**src/rtl/ps2_pkg.sv**
```systemverilog
// Shared frame layout, scan constants, FSM states and frame helpers for the
// PS/2 receive path.
package ps2_pkg;

   localparam int unsigned START_BIT  = 10;
   localparam int unsigned DATA_MSB   = 9;
   localparam int unsigned DATA_LSB   = 2;
   localparam int unsigned PARITY_BIT = 1;
   localparam int unsigned STOP_BIT   = 0;

   localparam logic [7:0] BREAK_CODE = 8'hF0;
   localparam logic [7:0] EXT_CODE   = 8'hE0;

   typedef enum logic [1:0] {IDLE, SHIFT, CHECK} state_e;

   // d0 travels first, so it lands at the top of the data field.
   function automatic logic [7:0] frame_data(input logic [10:0] frame);
      logic [7:0] d;
      for (int i = 0; i < 8; i++) begin
         d[i] = frame[DATA_MSB - i];
      end
      return d;
   endfunction

   function automatic logic frame_ok(input logic [10:0] frame);
      return !frame[START_BIT] && frame[STOP_BIT] && (^frame[DATA_MSB:PARITY_BIT]);
   endfunction

endpackage

```
**src/rtl/ps2_line_filter.sv**
```systemverilog
// Two-flop synchronizer plus run-length glitch filter for one PS/2 line;
// emits a one-cycle pulse when the filtered level falls.
module ps2_line_filter #(
   parameter int unsigned FILTER_LEN = 8
) (
   input  logic clk,
   input  logic rst_n,
   input  logic raw,
   output logic fall
);

   localparam int unsigned CW = $clog2(FILTER_LEN + 1);

   logic          sync1_q;
   logic          sync2_q;
   logic          level_q;
   logic          fall_q;
   logic [CW-1:0] cnt_q;

   always_ff @(posedge clk) begin
      if (!rst_n) begin
         sync1_q <= 1'b1;
         sync2_q <= 1'b1;
         level_q <= 1'b1;
         fall_q  <= 1'b0;
         cnt_q   <= '0;
      end else begin
         sync1_q <= raw;
         sync2_q <= sync1_q;
         fall_q  <= 1'b0;
         if (sync2_q != level_q) begin
            // Toggle on the FILTER_LEN-th consecutive disagreeing sample.
            if (cnt_q == CW'(FILTER_LEN - 1)) begin
               level_q <= sync2_q;
               fall_q  <= level_q;
               cnt_q   <= '0;
            end else begin
               cnt_q <= cnt_q + CW'(1);
            end
         end else begin
            cnt_q <= '0;
         end
      end
   end

   assign fall = fall_q;

endmodule

```
**src/rtl/ps2_frame_ctrl.sv**
```systemverilog
// PS/2 receive controller: assembles 11-bit frames, validates them, tracks
// break prefixes and presents accepted make frames to the button decoder.
module ps2_frame_ctrl
   import ps2_pkg::*;
#(
   parameter int unsigned FILTER_LEN     = 8,
   parameter int unsigned TIMEOUT_CYCLES = 100000,
   parameter bit          CLR_ON_BREAK   = 1'b1
) (
   input  logic        clk,
   input  logic        rst_n,
   input  logic        ps2_clk,
   input  logic        ps2_data,
   output logic [10:0] frame_o,
   output logic        frame_valid,
   output logic        break_o,
   output logic        err_o,
   output logic        busy_o
);

   localparam int unsigned TW = $clog2(TIMEOUT_CYCLES + 1);

   logic          clk_fall;
   logic          dsync1_q;
   logic          dsync2_q;
   logic          edge_q;
   logic          bit_q;
   logic          pend_q;
   logic          brk_pend_q;
   state_e        state_q;
   logic [10:0]   shift_q;
   logic [3:0]    cnt_q;
   logic [TW-1:0] tmo_q;
   logic [10:0]   frame_next;

   ps2_line_filter #(
      .FILTER_LEN(FILTER_LEN)
   ) u_clk_filter (
      .clk  (clk),
      .rst_n(rst_n),
      .raw  (ps2_clk),
      .fall (clk_fall)
   );

   assign frame_next = {shift_q[9:0], bit_q};

   always_ff @(posedge clk) begin
      if (!rst_n) begin
         dsync1_q    <= 1'b1;
         dsync2_q    <= 1'b1;
         edge_q      <= 1'b0;
         bit_q       <= 1'b1;
         pend_q      <= 1'b0;
         brk_pend_q  <= 1'b0;
         state_q     <= IDLE;
         shift_q     <= '0;
         cnt_q       <= '0;
         tmo_q       <= '0;
         frame_o     <= '0;
         frame_valid <= 1'b0;
         break_o     <= 1'b0;
         err_o       <= 1'b0;
         busy_o      <= 1'b0;
      end else begin
         dsync1_q    <= ps2_data;
         dsync2_q    <= dsync1_q;
         edge_q      <= clk_fall;
         bit_q       <= dsync2_q;
         frame_valid <= 1'b0;
         break_o     <= 1'b0;
         err_o       <= 1'b0;
         unique case (state_q)
            IDLE: begin
               if ((edge_q && !bit_q) || pend_q) begin
                  shift_q <= '0;
                  cnt_q   <= 4'd1;
                  tmo_q   <= '0;
                  busy_o  <= 1'b1;
                  pend_q  <= 1'b0;
                  state_q <= SHIFT;
               end
            end
            SHIFT: begin
               if (edge_q) begin
                  shift_q <= frame_next;
                  cnt_q   <= cnt_q + 4'd1;
                  tmo_q   <= '0;
                  // Decide on the 11th bit so strobes coincide with the CHECK cycle.
                  if (cnt_q == 4'd10) begin
                     state_q <= CHECK;
                     if (!frame_ok(frame_next)) begin
                        err_o <= 1'b1;
                     end else if (frame_data(frame_next) == BREAK_CODE) begin
                        brk_pend_q <= 1'b1;
                     end else if (frame_data(frame_next) != EXT_CODE) begin
                        if (brk_pend_q) begin
                           brk_pend_q <= 1'b0;
                           break_o    <= 1'b1;
                           if (CLR_ON_BREAK) frame_o <= '0;
                        end else begin
                           frame_o     <= frame_next;
                           frame_valid <= 1'b1;
                        end
                     end
                  end
               end else if (tmo_q == TW'(TIMEOUT_CYCLES)) begin
                  err_o   <= 1'b1;
                  busy_o  <= 1'b0;
                  state_q <= IDLE;
               end else begin
                  tmo_q <= tmo_q + TW'(1);
               end
            end
            CHECK: begin
               busy_o  <= 1'b0;
               state_q <= IDLE;
               // A start edge landing here must survive into IDLE.
               if (edge_q && !bit_q) pend_q <= 1'b1;
            end
            default: state_q <= IDLE;
         endcase
      end
   end

endmodule
```
**config.mk**
```make
export PLATFORM = sky130hd
export DESIGN_NAME = ps2_frame_ctrl
export DESIGN_NICKNAME = d
export VERILOG_FILES = /design/src/rtl/ps2_pkg.sv /design/src/rtl/ps2_line_filter.sv /design/src/rtl/ps2_frame_ctrl.sv
export SDC_FILE = /design/constraint.sdc
export NUM_CORES = 1
export LEC_CHECK = 0
export CAP_MARGIN = 10
export CELL_PAD_IN_SITES_DETAIL_PLACEMENT = 1
export CELL_PAD_IN_SITES_GLOBAL_PLACEMENT = 2
export CORE_ASPECT_RATIO = 2
export CORE_UTILIZATION = 33
export DETAILED_ROUTE_END_ITERATION = 6
export PLACE_DENSITY = 0.87
export SETUP_SLACK_MARGIN = 0.2
export SLEW_MARGIN = 0
export SYNTH_ARGS = -nofsm -noshare
export SYNTH_HDL_FRONTEND = slang
export SYNTH_SLANG_ARGS = --single-unit
```
**constraint.sdc**
```tcl
create_clock -name clk -period 1.9 [get_ports clk]
set_input_delay 0.19 -clock clk [delete_from_list [all_inputs] [get_ports clk]]
set_output_delay 0.19 -clock clk [all_outputs]
set_load 0.03 [all_outputs]
```
After elaboration in Yosys (flattened, before gate mapping)
Index checks and enable logic that the tools add are counted.

word-level totals
  bits in registers = 62
  output and inout bits = 15
  word-level logic and storage cells = 102

cells by class
  add/subtract/negate cells = 3
  eq/ne operators = 16
  multiplexer cells = 31
  bitwise logic cells = 8
  reduce and logical (&&, ||, !) cells = 24

operators with widths
  cell                                                                   number
  17-bit two-way mux                                                     3
  17-bit one-hot mux with 2 select lines                                 1
  10-bit two-way mux                                                     2
  10-bit one-hot mux with 2 select lines                                 1
  17-bit by 1-bit adder with 17-bit output, second input constant        1
  17-bit equality test, second input constant                            1
  3-bit AND reduction                                                    5
  1-bit two-way mux                                                      13
  11-bit two-way mux                                                     1
  2-bit != test, second input constant                                   5
  3-bit != test, second input constant                                   3
  9-bit parity                                                           1
  4-bit by 1-bit adder with 4-bit output, second input constant          2
  8-bit equality test, second input constant                             1
  2-bit two-way mux                                                      4
  4-bit two-way mux                                                      2
  8-bit != test, second input constant                                   1
  1-bit NOT                                                              8
  4-bit one-hot mux with 2 select lines                                  1
  7-bit OR reduction                                                     1
  6-bit AND reduction                                                    1
  2-bit nonzero test                                                     3
  5-bit AND reduction                                                    1
  4-bit by 3-bit equality test with 1-bit output, second input constant  1
  other kinds (15)                                                       19

Logic depth before layout (Yosys ltp)
Gate-level depths: netlist (run 1).

  word-level depth = 6
  gate-level depth with buffers = 9
  mapped depth without buffers = 7

Cells and area by module
From an unflattened synthesis (run 1), not the netlist that was laid out.

second synthesis, totals
  cell total of the unflattened synthesis = 326
  area, all modules = 2914.0 um2

modules (own cells, without submodules)
  module           instances  cells an instance  area an instance (um2)
  ps2_frame_ctrl   1          300                2640.0
  ps2_line_filter  1          26                 274.0

Worst setup path after synthesis (run 1)
Ideal clock, no wire load.

  path type = reg-to-reg
  start = register state_q[0]
  end = register tmo_q[12]
  library setup time = 70 ps
  arrival = 1932 ps
  required time = 1830 ps
  slack = -103 ps
  cell stages (with the launch flop) = 9
  buffers on the path = 1
  path through = dfxtp_1 -> inv_1 -> ha_1 -> a21boi_1 -> o221a_2 -> a21oi_1 -> buf_2 -> or4_1 -> a21oi_1

on the way
  longest elaborated chain between the ends = 3
  elaborated cells on any way between the ends = 7
  those cells by class = eq/ne: 3; mux: 1; reduce/logical: 3

ends and longest elaborated chain
  element                                                                            line                   RTL
  start: declaration                                                                 ps2_frame_ctrl.sv:30   state_e state_q;
  start signal: assignment                                                           ps2_frame_ctrl.sv:55   state_q <= IDLE;
  start signal: assignment                                                           ps2_frame_ctrl.sv:80   state_q <= SHIFT;
  start signal: assignment                                                           ps2_frame_ctrl.sv:90   state_q <= CHECK;
  2-bit by 1-bit equality test with 1-bit output or 2-bit zero test (tied branches)  ps2_frame_ctrl.sv:72   unique case (state_q)
  3-bit != test (no source line) (tied with other cells)                             n/a
  3-bit AND reduction (no source line)                                               n/a
  end signal: assignment                                                             ps2_frame_ctrl.sv:111  tmo_q <= tmo_q + TW'(1);
  end: declaration                                                                   ps2_frame_ctrl.sv:33   logic [TW-1:0] tmo_q;

Parallel ways exist; a longest one is shown, timed or not.
A chain may end at the register's enable or synchronous reset.

Final worst setup path (run 1)
  start = register tmo_q[0]
  end = register state_q[0]

on the way
  longest elaborated chain between the ends = 3

ends and longest elaborated chain
  element                               line                   RTL
  17-bit equality test                  ps2_frame_ctrl.sv:106  end else if (tmo_q == TW'(TIMEOUT_CYCLES)) begin
  3-bit != test (no source line)        n/a
  3-bit AND reduction (no source line)  n/a
  end signal: assignment                ps2_frame_ctrl.sv:109  state_q <= IDLE;
  end signal: assignment                ps2_frame_ctrl.sv:116  state_q <= IDLE;
  end signal: assignment                ps2_frame_ctrl.sv:120  default: state_q <= IDLE;

No other way between the ends.

==> reports/qor_table.md, run 1 <==
| Quantity | Reported |
| --- | --- |
| Pre-CTS setup slack | -0.1326 ns |
| Commonest cells in the synthesized netlist | 62 x sky130_fd_sc_hd__dfxtp_1, 29 x sky130_fd_sc_hd__nor2_1, 26 x sky130_fd_sc_hd__a21oi_1 |
| Syn Area/Cell | 8.725 um^2 |
| Highest attainable clock frequency | 481.7 MHz |
| Number of levels in the clock H-tree | 3 |
| Fillcell total | 949 |
| Insertion delay to the later sink of the worst-skew pair | 0.33 ns |
| Number of sinks on the clock net | 62 |
| Number of cell rows | 48 |
| Total power draw | 3.192 mW |
| Switching part of the total power | 0.2433 |
| Endpoint class of the critical path | flop |
| Fin crit share | 1.093 |
| Psw | 0.7766 mW |
| Result of the run | finished, violations left |
| Power density over the cells | 674.5 nW/um^2 |
| Final setup viols | 32 |
| Top cells by area in the synthesized netlist | sky130_fd_sc_hd__dfxtp_1 43%, sky130_fd_sc_hd__a21oi_1 4.5%, sky130_fd_sc_hd__ha_1 3.9%, sky130_fd_sc_hd__nor2_1 3.7%, sky130_fd_sc_hd__a41o_1 3.1% |
| Netlist Area Pre-Place | 2905 um^2 |
| Portion of total power attributed to sequential cells | 0.412 |
| EDFF count, synth | 0 |
| Number of pins exceeding their max-slew limit in the final report | 0 |
| Fraction of layout instances using a drive strength above 1 | 0.4346 |
| Logic gate share of total power | 0.064 |
| Utilization of the core after routing | 0.5510 |
| Path category of the worst min-delay check | flop to flop |
| Max Cap Viol | 0 |
| Number of clock buffers inserted by TritonCTS | 9 |
| Clock root buffer | sky130_fd_sc_hd__clkbuf_16 |
| Area growth from synthesis to final layout | 62.88% |
| Count of input and output buffers | 18 |
| HPWL after detailed placement | 5922 um |
| Worst Clk Skew | 0.006608 ns |
| CTS tree | built |
| DR vias | 3,097 |
| Required @ worst endpoint | 2.16 ns |
| Wire length of the first global-routing pass | 16,080 um |
| Proportion of power drawn by the clock network | 0.525 |
| Detail-routed net length per standard cell | 22.45 um |
| DRC violation count after routing | 0 |
| Die width | 68.35 um |
| Core area | 8588 um^2 |
| Arrival @ worst endpoint | 2.34 ns |
| Initial cell density of the core | 0.3383 |
| Number of top-level design ports | 19 |
| Internal | 2.415 mW |
| Ant diodes | 0 |
| Shortest period the worst path allows | 2.076 ns |
| Routed via count divided by cell count | 5.866 |
| Static leakage | 1.929 nW |
| Full die area | 9206 um^2 |
| Post-Syn Nets | 346 |
| Synthesis-stage register bit count | 62 |
| Register area | 1266 um^2 |
| Failing checks | negative setup slack |
| Part of the Yosys area used for sequential elements | 0.4272 |
| Normalized max-slew margin | 0.6589 |
| Final #Nets | 436 |
| Number of detailed-routing iterations run before antenna repair | 4 |
| Worst setup path category | flop to flop |
| Peak fanout along the critical path | 4 |
| Total wirelength of the detailed-routed design | 11,850 um |
| Maximum number of pins on one net before global-route repair | 23 |
| Routability congestion estimate | 0.8579 |
| RSZ-0062 raised after global routing | yes |
| Starting DRT DRC Count | 206 |
| Synth warnings | 0 |
| Cell with the most instances after synthesis | sky130_fd_sc_hd__dfxtp_1 |
| Yosys cell types | 55 |
| Worst IR Drop VDD | 448.0 uV |
| Total routing usage reported by global routing | 0.2395 |
| Final hold violation count | 0 |
| Number of global-route vias before repair | 3,148 |
| Initial antenna violation count | 0 |
| Share of the synthesized area in the top cell type | 0.4272 |
| Synth async-reset ratio | 0 |
| Maximum clock insertion buffer count | 2 |
| Startpoint type of the worst setup path | flop |
| Yosys top cell by area | sky130_fd_sc_hd__dfxtp_1 |
| Transition at the pin with the smallest max-transition slack | 0.5080 ns |
| Clock-pin slew reported for the worst setup and hold paths after clock tree synthesis | 0.06 ns |
| Worst setup slack after layout | -0.1758 ns |
| Die Ht | 134.7 um |
| Number of non-filler instances in the completed layout | 528 |
| Cells after Synth | 333 |
| GRT overflow | 0 |
| Area used by multi-input combinational logic | 2012 um^2 |
| Number of placed instances with taps included | 476 |
| Most frequently used flop master after synthesis | sky130_fd_sc_hd__dfxtp_1 |
| Number of nets with antenna violations after routing | 0 |
cells by family after synthesis:
kind of cell    share of synthesized area
compound gates                     0.1770
xor+xnor                          0.04393
fa+ha+maj                         0.03876
buf+inv                           0.04737
flops                              0.4272
mux                              0.007321
simple gates                       0.2584
layer usage:
metal | global-route usage | vias to the layer above | share of wire
li1 | - | 1401 | -
met1 | 0.2203 | 1549 | 0.33
met2 | 0.4488 | 98 | 0.59
met3 | 0.04392 | 49 | 0.027
met4 | 0.1493 | 0 | 0.060
met5 | 0 | - | 0
stage by stage:
stage                     instance area [um^2]  setup TNS, ns  hold WS (ns)
after floorplan                           3003              0        0.2915
after global placement                    3552        -0.4769        0.3901
after detailed placement                  3552         -1.342        0.3964
after CTS                                 4274        -0.9580        0.4114
after global routing                      4732         -4.798        0.4336
final                                     4732         -2.586        0.4066
power by group through the flow:
stage	Sequential (mW)	Combinational (mW)	Clock, mW
finish	1.31	0.203	1.67
CTS	1.32	0.179	1.67
global placement	1.35	0.141	0
global route	1.31	0.214	1.76
detailed placement	1.35	0.145	0
floorplan	1.35	0.0866	0
placed cells by master (no fill, tap or decap), types with 5 or more instances in the layout:
master                             n
sky130_fd_sc_hd__a21oi_1          13
sky130_fd_sc_hd__a21oi_2          11
sky130_fd_sc_hd__a41o_1            9
sky130_fd_sc_hd__and3_1            8
sky130_fd_sc_hd__and3_4            7
sky130_fd_sc_hd__buf_4            58
sky130_fd_sc_hd__buf_6            16
sky130_fd_sc_hd__clkbuf_16         9
sky130_fd_sc_hd__clkdlybuf4s50_1  18
sky130_fd_sc_hd__dfxtp_1          50
sky130_fd_sc_hd__dfxtp_2           8
sky130_fd_sc_hd__ha_1              7
sky130_fd_sc_hd__inv_1             7
sky130_fd_sc_hd__nand2_1          22
sky130_fd_sc_hd__nand2b_1          8
sky130_fd_sc_hd__nand3_1          11
sky130_fd_sc_hd__nand4_1           5
sky130_fd_sc_hd__nor2_1           26
sky130_fd_sc_hd__nor3_1           12
sky130_fd_sc_hd__xor2_1            5
worst paths after layout:
path                                    from                               to  slack, ns  cells past startpoint
min          u_clk_filter.sync1_q$_SDFF_PN1_  u_clk_filter.sync2_q$_SDFF_PN1_       0.41                      1
min reg2reg  u_clk_filter.sync1_q$_SDFF_PN1_  u_clk_filter.sync2_q$_SDFF_PN1_       0.41                      1
max reg2reg            tmo_q[0]$_SDFFE_PN0P_          state_q[0]$_SDFFE_PN0P_      -0.18                     11
max                    tmo_q[0]$_SDFFE_PN0P_          state_q[0]$_SDFFE_PN0P_      -0.18                     11
critical path, stage by stage (launching register included):
cell and delay, ns:
sky130_fd_sc_hd__dfxtp_2 0.33, sky130_fd_sc_hd__inv_2 0.05, sky130_fd_sc_hd__ha_1 0.14, sky130_fd_sc_hd__nor4bb_1 0.21
sky130_fd_sc_hd__nand4_1 0.21, sky130_fd_sc_hd__buf_6 0.18, sky130_fd_sc_hd__buf_4 0.14, sky130_fd_sc_hd__buf_6 0.13
sky130_fd_sc_hd__o21ai_2 0.13, sky130_fd_sc_hd__buf_6 0.13, sky130_fd_sc_hd__o21a_1 0.17, sky130_fd_sc_hd__o221a_1 0.19
repair_timing:
action | in CTS | in global routing
endpoints found under the setup margin | 35 | 49
buffers inserted | 18 | 13
pin swaps | 34 | 35
resized for setup | 48 | 72
hold buffers | 0 | 0
gates cloned | 3 | 2
state kept, by name (all words and copies together) (netlist names):
name / count
brk_pend_q: 1
u_clk_filter.cnt_q: 4
u_clk_filter.level_q: 1
u_clk_filter.sync1_q: 1
shift_q: 10
busy_o: 1
state_q: 2
err_o: 1
dsync2_q: 1
cnt_q: 4
break_o: 1
frame_valid: 1
frame_o: 11
dsync1_q: 1
u_clk_filter.fall: 1
tmo_q: 17
pend_q: 1
u_clk_filter.sync2_q: 1
bit_q: 1
edge_q: 1
area by class of cell:
cell class,count,area share
Clock buffer,9,0.04759
Multi-Input combinational cell,238,0.4252
Sequential cell,62,0.2676
Tap cell,100,0.02644
Clock inverter,7,0.01586
Timing Repair Buffer,100,0.2057
Inverter,12,0.01163
(Power assumes the default switching activity.)
==> run 2, diff against run 1 <==
- CAP_MARGIN: 10 -> 40
- PLACE_DENSITY: 0.87 -> 0.86
- SYNTH_HIERARCHICAL: default -> 1
==> run 2 against run 1 <==
Largest cell class unchanged. The run still ends with negative setup slack left. Non-clock buffer count fell by 14. Worst setup slack better by 0.11 ns. Register-to-register slack improved by 0.11 ns. Highest routed layer unchanged.
==> reports/qor_table.md, run 2 <==
| Quantity | Reported | Delta |
| --- | --- | --- |
| Result of the run | finished, violations left |  |
| Die width | 68.45 um | +0.15% |
| Maximum clock insertion buffer count | 2 | unchanged |
| Transition at the pin with the smallest max-transition slack | 0.4344 ns | -0.07366 ns |
| Total routing usage reported by global routing | 0.2041 | -0.03533 |
| Top cells by area in the synthesized netlist | sky130_fd_sc_hd__dfxtp_1 43%, sky130_fd_sc_hd__a21oi_1 4.8%, sky130_fd_sc_hd__mux2i_1 4.1%, sky130_fd_sc_hd__ha_1 3.9%, sky130_fd_sc_hd__nand2_1 3.7% |  |
| RSZ-0062 raised after global routing | yes |  |
| Number of cell rows | 48 | unchanged |
| Final setup viols | 6 | -81% |
| Worst Clk Skew | 0.005244 ns | -0.001363 ns |
| Register area | 1261 um^2 | -0.39% |
| Worst IR Drop VDD | 564.4 uV | +26% |
| Final hold violation count | 0 | unchanged |
| Synth async-reset ratio | 0 | unchanged |
| Number of buffers added to fix hold violations after cts | 0 | unchanged |
| Non-Filler Cell Area, Final | 4467 um^2 | -5.6% |
| Routed via count divided by cell count | 5.441 | -7.2% |
| Commonest non-fill, non-tap cells in the layout | 50 x sky130_fd_sc_hd__dfxtp_1, 47 x sky130_fd_sc_hd__buf_4, 28 x sky130_fd_sc_hd__nand2_1, 22 x sky130_fd_sc_hd__nor2_1 |  |
| Detail-routed net length per standard cell | 18.61 um | -17% |
| EDFF count, synth | 0 | unchanged |
| Total wirelength of the detailed-routed design | 9489 um | -20% |
| Peak fanout along the critical path | 5 | +1 |
| Worst setup slack after layout | -0.06520 ns | +0.1106 ns |
| Fillcell total | 940 | -0.95% |
| Part of the Yosys area used for sequential elements | 0.4259 | -0.001284 |
| Max Cap Viol | 0 | unchanged |
| Largest registers | tmo_q x17, frame_o x11, shift_q x10 |  |
| Endpoint class of the critical path | flop |  |
| Shortest period the worst path allows | 1.965 ns | -0.1106 ns |
| Syn Area/Cell | 8.939 um^2 | +2.5% |
| Starting DRT DRC Count | 107 | -48% |
| Total power draw | 3.227 mW | +1.1% |
| Initial antenna violation count | 0 | unchanged |
| Area growth from synthesis to final layout | 53.28% |  |
| Clock root buffer | sky130_fd_sc_hd__clkbuf_16 |  |
| DR vias | 2,775 | -10% |
| Number of detailed-routing iterations run before antenna repair | 4 | unchanged |
| Number of flip-flops under the largest register name | 17 | unchanged |
| Normalized max-slew margin | 0.7078 | +0.04887 |
| Number of clock buffers inserted by TritonCTS | 9 | unchanged |
| Commonest cells in the synthesized netlist | 62 x sky130_fd_sc_hd__dfxtp_1, 29 x sky130_fd_sc_hd__nand2_1, 28 x sky130_fd_sc_hd__a21oi_1 |  |
| DRC violation count after routing | 0 | unchanged |
| Synth warnings | 6 | +6 |
| Most frequently used flop master after synthesis | sky130_fd_sc_hd__dfxtp_1 |  |
| Number of global-route vias before repair | 2,996 | -4.8% |
| Insertion delay to the later sink of the worst-skew pair | 0.34 ns | about the same |
| Clock-pin slew reported for the worst setup and hold paths after clock tree synthesis | 0.06 ns | about the same |
| CTS tree | built |  |
| Number of top-level design ports | 19 | unchanged |
| Static leakage | 1.655 nW | -14% |
| Die Ht | 134.9 um | +0.15% |
| Synthesis-stage register bit count | 62 | unchanged |
| Number of sinks on the clock net | 62 | unchanged |
| GRT overflow | 0 | unchanged |
| Post-Place Cell Area | 3550 um^2 | about the same |
| Ant diodes | 0 | unchanged |
| Area used by multi-input combinational logic | 1919 um^2 | -4.6% |
| Number of nets with antenna violations after routing | 0 | unchanged |
| Number of levels in the clock H-tree | 3 | unchanged |
| Highest attainable clock frequency | 508.9 MHz | +5.6% |
| Netlist Area Pre-Place | 2914 um^2 | +0.30% |
| Path category of the worst min-delay check | flop to flop |  |
| Cell with the most instances after synthesis | sky130_fd_sc_hd__dfxtp_1 |  |
| Yosys top cell by area | sky130_fd_sc_hd__dfxtp_1 |  |
| Failing checks | negative setup slack |  |
| Core area | 8588 um^2 | unchanged |
| Count of input and output buffers | 18 | unchanged |
| Fin crit share | 1.034 | -0.05820 |
| Fraction of layout instances using a drive strength above 1 | 0.3951 | -0.03946 |
| Most flops, register | tmo_q |  |
| Maximum number of pins on one net before global-route repair | 29 | +26% |
| Final #Nets | 418 | -4.1% |
| HPWL after detailed placement | 5853 um | -1.2% |
| Full die area | 9233 um^2 | +0.30% |
| Power density over the cells | 722.4 nW/um^2 | +7.1% |
| Cells after Synth | 326 | -2.1% |
| Initial cell density of the core | 0.3393 | +0.001020 |
| Arrival @ worst endpoint | 2.22 ns | -0.12 ns |
| Leading cell type in the layout, fill and taps excluded | sky130_fd_sc_hd__dfxtp_1 |  |
| Share of the synthesized area in the top cell type | 0.4259 | -0.001284 |
| Number of pins exceeding their max-slew limit in the final report | 0 | unchanged |
| Required @ worst endpoint | 2.16 ns | about the same |
| Yosys cell types | 52 | -5.5% |
| Wire length of the first global-routing pass | 13,970 um | -13% |
| Post-Syn Nets | 339 | -2.0% |
| Routability congestion estimate | 0.8201 | -4.4% |
| Startpoint type of the worst setup path | flop |  |
| Worst setup path category | flop to flop |  |
## run 2: cell types whose count changed in the layout (fill, tap and decap cells not counted), sizes merged, moves of 6 or more
cell	before	now
nor2	29	23
nor3	14	4
mux2i	1	12
buf	82	67
nand3	12	20
a41o	9	1
## run 2: repair_timing
action	CTS	global route
setup endpoints to repair	45	49
pin swaps	17	33
setup buffers	13	6
gates cloned	0	1
gates resized for setup	35	66
## run 2: final cells by class
cell class | instances | share of cell area
inverter | 12 | 0.01120
multi-input combinational | 234 | 0.4297
tap | 100 | 0.02801
sequential | 62 | 0.2824
clock inverter | 6 | 0.01597
timing repair buffer | 86 | 0.1793
clock buffer | 10 | 0.05350
## run 2: metal layers
metal | vias to the layer above | GRT usage | part of all wire
met5 | - | 0 | 0
met4 | 0 | 0.1134 | 0.054
met3 | 31 | 0.04476 | 0.030
met2 | 53 | 0.3862 | 0.57
met1 | 1366 | 0.1861 | 0.35
li1 | 1325 | - | -
## run 2: final timing paths
path / start / to / cells after the start / slack (ns)
max: tmo_q[10]$_SDFFE_PN0P_ / tmo_q[16]$_SDFFE_PN0P_ / 6 / -0.07
min: u_clk_filter/sync1_q$_SDFF_PN1_ / u_clk_filter/sync2_q$_SDFF_PN1_ / 1 / 0.41
max reg2reg: tmo_q[10]$_SDFFE_PN0P_ / tmo_q[16]$_SDFFE_PN0P_ / 6 / -0.07
min reg2reg: u_clk_filter/sync1_q$_SDFF_PN1_ / u_clk_filter/sync2_q$_SDFF_PN1_ / 1 / 0.41
## run 2: logic make-up (layout without fill, tap and decap cells)
kind of cell / count (synthesis) / count (layout) / share of synthesized area
buffers and inverters: 30 / 114 / 0.04852
and+or+nand+nor: 138 / 138 / 0.2649
xor gates and xnor gates: 13 / 13 / 0.04379
AOI/OAI and AO/OA: 62 / 62 / 0.1370
DFF: 62 / 62 / 0.4259
adders and majority gates: 9 / 9 / 0.03864
muxes: 12 / 12 / 0.04122
## run 2: worst max-delay path: stages (launching register included)
cell,delay (ns)
sky130_fd_sc_hd__dfxtp_1,0.37
sky130_fd_sc_hd__buf_4,0.16
sky130_fd_sc_hd__and4_1,0.24
sky130_fd_sc_hd__and4_1,0.25
sky130_fd_sc_hd__nand2_1,0.13
sky130_fd_sc_hd__or4_1,0.55
sky130_fd_sc_hd__a21oi_1,0.19
## run 2: per-stage QoR
stage | hold slack [ns] | setup WS, ns | utilization | setup TNS [ns] | cells
after floorplan | 0.2519 | 0.08979 | - | 0 | 326
after global placement | 0.3878 | -0.2549 | 0.4133 | -3.130 | 474
after detailed placement | 0.3934 | -0.2722 | 0.4133 | -3.675 | 474
after CTS | 0.4077 | 0.02707 | 0.4763 | 0 | 503
after global routing | 0.4225 | -0.1868 | 0.5201 | -1.984 | 510
final | 0.4084 | -0.06520 | 0.5201 | -0.1644 | 510
## run 2: power breakdown
group,switching [mW],internal (mW),total (mW)
registers,0.00930,1.31,1.32
logic,0.117,0.0948,0.212
clock network,0.638,1.06,1.69
total,0.765,2.46,3.23
==> run 3, diff against run 2 <==
- CORE_UTILIZATION: 33 -> 34
- CTS_BUF_LIST: default -> sky130_fd_sc_hd__clkbuf_8
- PLACE_DENSITY: 0.86 -> 0.88
==> run 3 against run 2 <==
The flow still finishes with violations (negative setup slack). Total power down 11%. Via count up 1.2%. Global-route usage increased by 2.5 points. Die area fell by 2.9%. Hold slack worse by 0.00086 ns. Routed wire length rose by 11%. Design area down 2.6%. Critical path type unchanged. Largest power group is now registers.
==> reports/qor_table.md, run 3 (synthesis gave the netlist of run 2 again) <==
| Quantity | Reported | Delta |
| --- | --- | --- |
| Result of the run | finished, violations left |  |
| Failing checks | negative setup slack |  |
| DR vias | 2,807 | +1.2% |
| Ant diodes | 0 | unchanged |
| CTS tree | built |  |
| Number of pins exceeding their max-slew limit in the final report | 0 | unchanged |
| Clock root buffer | sky130_fd_sc_hd__clkbuf_8 |  |
| Number of placed instances with taps included | 467 | -1.5% |
| Initial antenna violation count | 0 | unchanged |
| Number of detailed-routing iterations run before antenna repair | 4 | unchanged |
| Cells on worst reg2reg path | 9 | +3 |
| Detail-routed net length per standard cell | 21.00 um | +13% |
| Slowest stage cell, crit path | sky130_fd_sc_hd__nor4_1 |  |
| Normalized max-slew margin | 0.5823 | -0.1255 |
| Top cell family by delay on the critical path | compound AO/OA/AOI/OAI gates |  |
| Worst setup path category | flop to flop |  |
| Number of nets with antenna violations after routing | 0 | unchanged |
| Critical R2R Launch | state_q[1]$_SDFFE_PN0P_ |  |
| Fraction of layout instances using a drive strength above 1 | 0.3731 | -0.02199 |
| Number of global-route vias before repair | 3,010 | +0.47% |
| Number of top-level design ports | 19 | unchanged |
| Endpoint class of the critical path | flop |  |
| Pre-CTS setup slack | -0.2108 ns | +0.06136 ns |
| Die Ht | 132.9 um | -1.5% |
| Shortest period the worst path allows | 2.099 ns | +0.1342 ns |
| Count of input and output buffers | 18 | unchanged |
| Startpoint of the most critical hold path | ps2_clk |  |
| Total routing usage reported by global routing | 0.2295 | +0.02534 |
| Instance count on the critical path | 9 | +3 |
| Final #Nets | 411 | -1.7% |
| Area growth from synthesis to final layout | 49.33% |  |
| Worst setup slack after layout | -0.1994 ns | -0.1342 ns |
| Worst Clk Skew | 0.003720 ns | -0.001525 ns |
| Transition at the pin with the smallest max-transition slack | 0.6218 ns | +0.1874 ns |
| Max Cap Viol | 0 | unchanged |
| Startpoint type of the worst setup path | flop |  |
| Total power draw | 2.857 mW | -11% |
| Largest stage delay, worst path | 0.42 ns | -0.13 ns |
| Maximum clock insertion buffer count | 2 | unchanged |
| Commonest non-fill, non-tap cells in the layout | 49 x sky130_fd_sc_hd__dfxtp_1, 41 x sky130_fd_sc_hd__buf_4, 28 x sky130_fd_sc_hd__nand2_1, 21 x sky130_fd_sc_hd__nor2_1 |  |
| Starting DRT DRC Count | 114 | +6.5% |
| Fillcell total | 907 | -3.5% |
| Crit path launch | state_q[1]$_SDFFE_PN0P_ |  |
| Power density over the cells | 656.4 nW/um^2 | -9.1% |
| Peak fanout along the critical path | 7 | +2 |
| Summed negative setup slack over all endpoints | -1.680 ns | -1.515 ns |
| Number of buffers added to fix hold violations after cts | 0 | unchanged |
| Non-Filler Cell Area, Final | 4352 um^2 | -2.6% |
| DRC violation count after routing | 0 | unchanged |
| Total wirelength of the detailed-routed design | 10,500 um | +11% |
| Largest registers | tmo_q x17, frame_o x11, shift_q x10 |  |
| Critical path buffer and inverter count | 3 | +2 |
| Full die area | 8967 um^2 | -2.9% |
| Smallest hold slack | 0.4076 ns | -0.0008590 ns |
| Core area | 8292 um^2 | -3.5% |
| Most flops, register | tmo_q |  |
| Path category of the worst min-delay check | input port to flop |  |
| RSZ-0062 raised after global routing | yes |  |
| Utilization of the core after routing | 0.5248 | +0.004718 |
| Clock-pin slew reported for the worst setup and hold paths after clock tree synthesis | 0.07 ns | about the same |
| HPWL after detailed placement | 6140 um | +4.9% |
| Final hold violation count | 0 | unchanged |
| Number of clock buffers inserted by TritonCTS | 9 | unchanged |
| Number of cell rows | 47 | -2.1% |
| Worst IR Drop VDD | 555.5 uV | -1.6% |
| Arrival @ worst endpoint | 2.30 ns | +0.08 ns |
| Fin crit share | 1.105 | +0.07063 |
| Number of non-filler instances in the completed layout | 500 | -2.0% |
| Routability congestion estimate | 0.8017 | -2.2% |
| GRT overflow | 0 | unchanged |
| Number of sinks on the clock net | 62 | unchanged |
| Number of flip-flops under the largest register name | 17 | unchanged |
| Required @ worst endpoint | 2.10 ns | -0.06 ns |
| Die width | 67.46 um | -1.4% |
| Final setup viols | 30 | +24 |
| Initial cell density of the core | 0.3514 | +0.01213 |
| Wire length of the first global-routing pass | 15,010 um | +7.5% |
| Leading cell type in the layout, fill and taps excluded | sky130_fd_sc_hd__dfxtp_1 |  |
| Post-Place Cell Area | 3547 um^2 | about the same |
| Number of levels in the clock H-tree | 3 | unchanged |
| Hold-critical path depth | 2 | +1 |
| Highest attainable clock frequency | 476.3 MHz | -6.4% |
| Routed via count divided by cell count | 5.614 | +3.2% |
| Cell-by-cell trace of the critical path | inv_4, ha_4, a21boi_4, o221a_4, a31oi_4, buf_6, buf_16, nor4_1, o22ai_1 |  |
| Insertion delay to the later sink of the worst-skew pair | 0.34 ns | about the same |
| Maximum number of pins on one net before global-route repair | 23 | -21% |
| Static leakage | 1.605 nW | -3.0% |
==> run 3: area by class of cell <==
type / instances / area, um^2 / area share
clock inverter: 4 / 70.07 / 0.01610
tap: 98 / 122.6 / 0.02818
clock buffer: 11 / 151.4 / 0.03479
inverter: 12 / 50.05 / 0.01150
sequential: 62 / 1257 / 0.2890
timing repair buffer: 79 / 834.6 / 0.1918
multi-input combinational: 234 / 1866 / 0.4287
==> run 3: worst reg2reg max path: stages, from the launching register on <==
cell and delay, ns:
sky130_fd_sc_hd__dfxtp_2 0.37, sky130_fd_sc_hd__inv_4 0.07, sky130_fd_sc_hd__ha_4 0.20, sky130_fd_sc_hd__a21boi_4 0.16, sky130_fd_sc_hd__o221a_4 0.22, sky130_fd_sc_hd__a31oi_4 0.06
sky130_fd_sc_hd__buf_6 0.16, sky130_fd_sc_hd__buf_16 0.13, sky130_fd_sc_hd__nor4_1 0.42, sky130_fd_sc_hd__o22ai_1 0.15
==> run 3: what timing repair did <==
item | in CTS | in global routing
endpoints found under the hold margin | 0 | 0
setup endpoints to repair | 41 | 49
setup buffers | 7 | 5
cloned | 3 | 3
gates resized for setup | 34 | 56
pin swaps | 11 | 35
==> run 3: path summary, 6_finish.rpt <==
kind,slack (ns),endpoint
setup / recovery,-0.20,tmo_q[9]$_SDFFE_PN0P_
hold / removal,0.41,u_clk_filter/sync1_q$_SDFF_PN1_
setup reg to reg,-0.20,tmo_q[9]$_SDFFE_PN0P_
hold reg to reg,0.41,bit_q$_SDFF_PN1_
==> run 3: where the power goes <==
group	switching (mW)	leakage, nW	total, mW	internal (mW)
clock network	0.516	0.115	1.31	0.798
logic	0.124	0.983	0.222	0.0982
registers	0.00873	0.507	1.32	1.31
==> run 3: metal layers <==
| layer | track usage | up-vias | share of wire |
|---|---|---|---|
| met2 | 0.4191 | 66 | 0.60 |
| met3 | 0.04483 | 37 | 0.021 |
| li1 | - | 1311 | - |
| met4 | 0.1631 | 0 | 0.051 |
| met5 | 0 | - | 0 |
| met1 | 0.2091 | 1393 | 0.33 |
